### src/rtl/lc3b_fetch_stage.sv
// rtl/lc3b_fetch_stage.sv - LC-3b pipelined core instruction fetch stage
//
// Owns the PC, runs the instruction-memory request/response handshake and
// fills the IF/ID slot consumed by decode. Handles decode stalls, redirects
// (flush + refetch) and squashes responses to requests made obsolete by a
// redirect.
//
// Ports:
//   clk, reset           clock, asynchronous active-high reset
//   stall                decode cannot accept the IF/ID slot this cycle
//   redirect/redirect_pc resolved control transfer and its target
//   imem_read/address    instruction read request and address
//   imem_resp/rdata      read completion and instruction word
//   if_valid, if_ir, if_pc, if_pc_plus2, if_opcode, if_bits4_5_11
//                        IF/ID slot contents and pre-sliced control ROM bits
//   perf_bubbles, perf_discards (only with LC3B_FETCH_PERF_EN defined)
//                        saturating bubble and dropped-response counters
//
// Build option: LC3B_FETCH_PERF_EN adds the performance counters.

module lc3b_fetch_stage #(
  parameter logic [15:0] RESET_PC = 16'h0000
) (
  input  logic        clk,
  input  logic        reset,
  input  logic        stall,
  input  logic        redirect,
  input  logic [15:0] redirect_pc,
  output logic        imem_read,
  output logic [15:0] imem_address,
  input  logic        imem_resp,
  input  logic [15:0] imem_rdata,
  output logic        if_valid,
  output logic [15:0] if_ir,
  output logic [15:0] if_pc,
  output logic [15:0] if_pc_plus2,
  output logic [3:0]  if_opcode,
  output logic [2:0]  if_bits4_5_11
`ifdef LC3B_FETCH_PERF_EN
  ,
  output logic [31:0] perf_bubbles,
  output logic [31:0] perf_discards
`endif
);

  localparam logic [15:0] RESET_PC_ALIGNED = RESET_PC & ~16'h0001;

  typedef enum logic [1:0] {
    S_IDLE,
    S_FETCH,
    S_HOLD,
    S_DISCARD
  } state_e;

  state_e      state_q, state_d;
  logic [15:0] fetch_pc_q, fetch_pc_d;
  logic [15:0] pending_pc_q, pending_pc_d;
  logic [15:0] hold_ir_q, hold_ir_d;
  logic [15:0] hold_pc_q, hold_pc_d;
  logic        slot_valid_q, slot_valid_d;
  logic [15:0] slot_ir_q, slot_ir_d;
  logic [15:0] slot_pc_q, slot_pc_d;
  logic [15:0] slot_pc_plus2_q, slot_pc_plus2_d;

  logic        load_en;
  logic [15:0] load_ir;
  logic [15:0] load_pc;
  logic        drop;
  logic [15:0] target_pc;
  logic [15:0] fetch_pc_next;

  assign target_pc     = redirect_pc & ~16'h0001;
  assign fetch_pc_next = fetch_pc_q + 16'd2;

  always_comb begin
    state_d      = state_q;
    fetch_pc_d   = fetch_pc_q;
    pending_pc_d = pending_pc_q;
    hold_ir_d    = hold_ir_q;
    hold_pc_d    = hold_pc_q;
    load_en      = 1'b0;
    load_ir      = imem_rdata;
    load_pc      = fetch_pc_q;
    drop         = 1'b0;

    case (state_q)
      S_IDLE: begin
        state_d = S_FETCH;
        if (redirect) fetch_pc_d = target_pc;
      end
      S_FETCH: begin
        if (redirect && imem_resp) begin
          // Response belongs to the squashed path; refetch at once.
          drop       = 1'b1;
          fetch_pc_d = target_pc;
        end else if (redirect) begin
          pending_pc_d = target_pc;
          state_d      = S_DISCARD;
        end else if (imem_resp && (!slot_valid_q || !stall)) begin
          load_en    = 1'b1;
          fetch_pc_d = fetch_pc_next;
        end else if (imem_resp) begin
          hold_ir_d  = imem_rdata;
          hold_pc_d  = fetch_pc_q;
          fetch_pc_d = fetch_pc_next;
          state_d    = S_HOLD;
        end
      end
      S_HOLD: begin
        if (redirect) begin
          fetch_pc_d = target_pc;
          state_d    = S_FETCH;
        end else if (!stall) begin
          load_en = 1'b1;
          load_ir = hold_ir_q;
          load_pc = hold_pc_q;
          state_d = S_FETCH;
        end
      end
      S_DISCARD: begin
        if (redirect) pending_pc_d = target_pc;
        if (imem_resp) begin
          // A redirect landing with the squashed response wins over pending_pc.
          drop       = 1'b1;
          fetch_pc_d = redirect ? target_pc : pending_pc_q;
          state_d    = S_FETCH;
        end
      end
      default: state_d = S_IDLE;
    endcase
  end

  always_comb begin
    slot_valid_d    = slot_valid_q;
    slot_ir_d       = slot_ir_q;
    slot_pc_d       = slot_pc_q;
    slot_pc_plus2_d = slot_pc_plus2_q;
    if (redirect) begin
      slot_valid_d = 1'b0;
    end else if (load_en) begin
      slot_valid_d    = 1'b1;
      slot_ir_d       = load_ir;
      slot_pc_d       = load_pc;
      slot_pc_plus2_d = load_pc + 16'd2;
    end else if (slot_valid_q && !stall) begin
      slot_valid_d = 1'b0;
    end
  end

  always_ff @(posedge clk or posedge reset) begin
    if (reset) begin
      state_q         <= S_IDLE;
      fetch_pc_q      <= RESET_PC_ALIGNED;
      pending_pc_q    <= 16'h0000;
      hold_ir_q       <= 16'h0000;
      hold_pc_q       <= 16'h0000;
      slot_valid_q    <= 1'b0;
      slot_ir_q       <= 16'h0000;
      slot_pc_q       <= 16'h0000;
      slot_pc_plus2_q <= 16'h0000;
    end else begin
      state_q         <= state_d;
      fetch_pc_q      <= fetch_pc_d;
      pending_pc_q    <= pending_pc_d;
      hold_ir_q       <= hold_ir_d;
      hold_pc_q       <= hold_pc_d;
      slot_valid_q    <= slot_valid_d;
      slot_ir_q       <= slot_ir_d;
      slot_pc_q       <= slot_pc_d;
      slot_pc_plus2_q <= slot_pc_plus2_d;
    end
  end

  assign imem_read     = (state_q == S_FETCH) || (state_q == S_DISCARD);
  assign imem_address  = fetch_pc_q;
  assign if_valid      = slot_valid_q;
  assign if_ir         = slot_ir_q;
  assign if_pc         = slot_pc_q;
  assign if_pc_plus2   = slot_pc_plus2_q;
  assign if_opcode     = slot_ir_q[15:12];
  assign if_bits4_5_11 = {slot_ir_q[11], slot_ir_q[5], slot_ir_q[4]};

`ifdef LC3B_FETCH_PERF_EN
  logic [31:0] perf_bubbles_q;
  logic [31:0] perf_discards_q;

  always_ff @(posedge clk or posedge reset) begin
    if (reset) begin
      perf_bubbles_q  <= 32'h0;
      perf_discards_q <= 32'h0;
    end else begin
      if (!slot_valid_q && (perf_bubbles_q != 32'hFFFF_FFFF))
        perf_bubbles_q <= perf_bubbles_q + 32'd1;
      if (drop && (perf_discards_q != 32'hFFFF_FFFF))
        perf_discards_q <= perf_discards_q + 32'd1;
    end
  end

  assign perf_bubbles  = perf_bubbles_q;
  assign perf_discards = perf_discards_q;
`endif

endmodule
### config.mk
export PLATFORM = sky130hd
export DESIGN_NAME = lc3b_fetch_stage
export DESIGN_NICKNAME = d
export VERILOG_FILES = /design/src/rtl/lc3b_fetch_stage.sv
export SDC_FILE = /design/constraint.sdc
export NUM_CORES = 1
export LEC_CHECK = 0
export CAP_MARGIN = 20
export CORE_MARGIN = 3
export CORE_UTILIZATION = 25
export CTS_CLUSTER_DIAMETER = 60
export DETAILED_ROUTE_END_ITERATION = 16
export GPL_TIMING_DRIVEN = 0
export PLACE_DENSITY_LB_ADDON = 0.1
export SLEW_MARGIN = 25
export SYNTH_ARGS = -nofsm -noshare
export SYNTH_HDL_FRONTEND = slang
export SYNTH_SLANG_ARGS = --single-unit
### constraint.sdc
create_clock -name clk -period 6.3 [get_ports clk]
set_clock_uncertainty 0.15 [all_clocks]
set_input_delay 1.26 -clock clk [delete_from_list [all_inputs] [get_ports clk]]
set_output_delay 1.26 -clock clk [all_outputs]
set_load 0.02 [all_outputs]
==> results.md <==
| Item | Value |
| --- | --- |
| Maximum number of pins on one net before global-route repair | 85 |
| Initial cell density of the core | 25.6% |
| Hold slack final | 325 ps |
| Worst IR Drop VDD | 0.190 mV |
| Largest area contributor in the synthesized netlist | dfrtp_1 |
| Vias per Instance | 4.78 |
| GR Util All Layers | 14.6% |
| Pins over their slew limit | 0 |
| Synth cell types | 54 |
| Chip height | 158 um |
| N_diodes | 0 |
| WP data required | 6420 ps |
| Total Wirelength | 17800 um |
| Mean post-synth cell area | 10.4 um^2 |
| Routed len/inst | 18.0 um |
| Static leakage | 3.40 nW |
| Dpl ws | 1130 ps |
| Final sum of negative setup slack | 0 ps |
| Crit path launch type | input pin |
| Synth warn | 0 |
| Global-route wire length before repair | 28200 um |
| Unrepaired setup endpoints after global routing | false |
| Period minus WS final | 4810 ps |
| Category of the worst setup path capture point | flip-flop |
| Post-layout power | 3.85 mW |
| Final Net Count | 732 |
| Dominant synthesized flop cell | dfrtp_1 |
| Setup violation total in the final timing report | 0 |
| Netlist area before placement | 5810 um^2 |
| Proportion of netlist area held by the largest area contributor | 49.1% |
| Top cells by count, synth | dfrtp_1, nand2_1, o21ai_0 |
| Share of cells above drive strength 1 | 14.7% |
| Initial DRC Count | 305 |
| Insertion delay to the later sink of the worst-skew pair | 410 ps |
| Proportion of register bits with asynchronous set or reset after synthesis | 100% |
| Remaining global-route overflow | 0 |
| Core Area | 22700 um^2 |
| Proportion of synthesized chip area in sequential cells | 49.1% |
| Layout area overhead | 35.2% |
| Antenna Nets Post-Route | 0 |
| Critical Path Fanout Max | 10 |
| Headroom to the max-slew limit | 46.6% |
| Setup slack of the critical path after layout | 1490 ps |
| Placer congestion estimate | 0.801 |
| Share of the cycle needed by the critical path after routing | 76.4% |
| Width of the die | 158 um |
| Class of the worst hold path | reg -> reg |
| IO Count | 110 |
| Total CTS buffers | 17 |
| Number of buffers added to fix hold violations after cts | 0 |
| Root cell of the clock tree | clkbuf_16 |
| Worst Max-Slew Pin Slew | 790 ps |
| Post-CTS setup repair buffer count | 0 |
| Number of max-cap violations | 0 |
| Die Outline Area | 25100 um^2 |
| Residual DRC count | 0 |
| Clk sink count | 114 |
| Synth Net Count | 604 |
| Detail Placement HPWL | 13400 um |
| Result of the run | complete, no violations |
| Post-synthesis instance total | 561 |
| First-pass iteration count of the detailed router | 5 |
| Number of buffer cells added on primary ports | 108 |
| Most used standard cell by instance count after synthesis | dfrtp_1 |
| Highest clock frequency the design can meet | 208 MHz |
| TritonCTS clock tree | built |
| Critical path arrival | 4930 ps |
| Post-cts gate resize count | 0 |
| Clock-pin transition on the worst setup and hold timing paths | 50 ps |
| Core utilization of the finished layout | 34.6% |
| Cell Rows | 55 |
| CTS H-Tree Depth | 4 |
| Number of storage elements in the synthesis netlist | 114 |
| Number of buffers between clock root and the deepest sink | 2 |
| Main area contributors after synthesis | dfrtp_1, mux2_2, mux2i_1 |
| Power per unit of standard cell area | 490 nW/um^2 |
| Antenna violations before repair | 0 |
| Via count of the first global-routing pass | 4800 |
| Post-synth EDFFs | 0 |
| Worst Path Class, Setup | in -> reg |
| Hold violation count in the final report | 0 |
| Routed vias | 4718 |
==> path summary, 6_finish.rpt <==
kind	start	endpoint	slack (ps)	cells past startpoint
worst max-delay path	redirect	if_pc_plus2[13]$_DFFE_PP0P_	1490	12
worst min-delay path	if_pc[7]$_DFFE_PP0P_	if_pc[7]$_DFFE_PP0P_	330	2
worst max register to register	state_q[0]$_DFFE_PP0P_	if_pc_plus2[13]$_DFFE_PP0P_	2140	13
worst min register to register	if_pc[7]$_DFFE_PP0P_	if_pc[7]$_DFFE_PP0P_	330	2
max in group asynchronous	reset	state_q[1]$_DFFE_PP0P_	4220	3
min in group asynchronous	reset	hold_ir_q[1]$_DFFE_PP0P_	1050	2
==> registers in the layout, indices dropped and copies added, names as in the netlist <==
name and flops:
if_pc_plus2 15, state_q 2, hold_pc_q 16, if_ir 16
if_pc 16, hold_ir_q 16, imem_address 16, if_valid 1
pending_pc_q 16
==> cell usage in the layout (no fill, tap or decap), drive strengths merged, types with 5 or more instances in the layout <==
master,count
a21oi,13
a221oi,6
a31oi,6
buf,27
clkbuf,40
clkdlybuf4s50,108
clkinv,6
dfrtp,114
ha,6
inv,9
mux2,56
mux2i,31
nand2,80
nand3,17
nor2,19
nor3,8
nor4,6
o211ai,5
o21ai,73
o22ai,5
xnor2,9
==> critical path: stages <==
cell             delay, ps
clkdlybuf4s50_1        470
buf_2                  240
nor3b_2                370
buf_4                  290
buf_4                  230
mux2_1                 240
ha_1                   160
clkbuf_1               380
nor4b_1                710
a2bb2oi_1              320
xor2_1                 180
o21ai_1                 70
==> metal layers <==
layer | part of all wire, % | up-vias | GRT usage, %
met1 | 47 | 2345 | 20.2
met3 | 3.8 | 17 | 2.94
met4 | 0.96 | 0 | 3.97
met2 | 48 | 92 | 23.5
met5 | 0 | - | 0
li1 | - | 2264 | -
==> cell type report <==
cell class                      instances  area [um^2]
Sequential cell                       114         2850
Inverter                                9         41.3
Timing Repair Buffer                  109         1110
Tap cell                              285          357
Multi-Input combinational cell        394         2680
Fill cell                            2342        14900
Buffer                                 44          241
Clock buffer                           22          464
Clock inverter                         10          109
==> per-stage QoR <==
step	cells	instance area [um^2]
3_5_place_dp	955	7280
6_report	987	7850
3_3_place_gp	954	7250
5_1_grt	987	7850
2_1_floorplan	561	5810
4_1_cts	987	7850
==> where the power goes <==
part	total (mW)	switching [mW]	internal, mW
Combinational	1.64	0.897	0.742
Sequential	1.27	0.240	1.03
Clock	0.935	0.336	0.599
Total	3.85	1.47	2.38
==> logic make-up (layout without fill, tap and decap cells) <==
kind of cell / Yosys count / in the layout / share of synthesized area [%]
simple gates: 156 / 156 / 12.9
xor+xnor: 13 / 13 / 1.96
fa+ha+maj: 6 / 6 / 1.29
flops: 114 / 114 / 49.1
compound gates: 132 / 132 / 13.8
buf+inv: 53 / 194 / 4.74
mux: 87 / 87 / 16.2
Note: power is estimated with default switching activity, not from simulation.
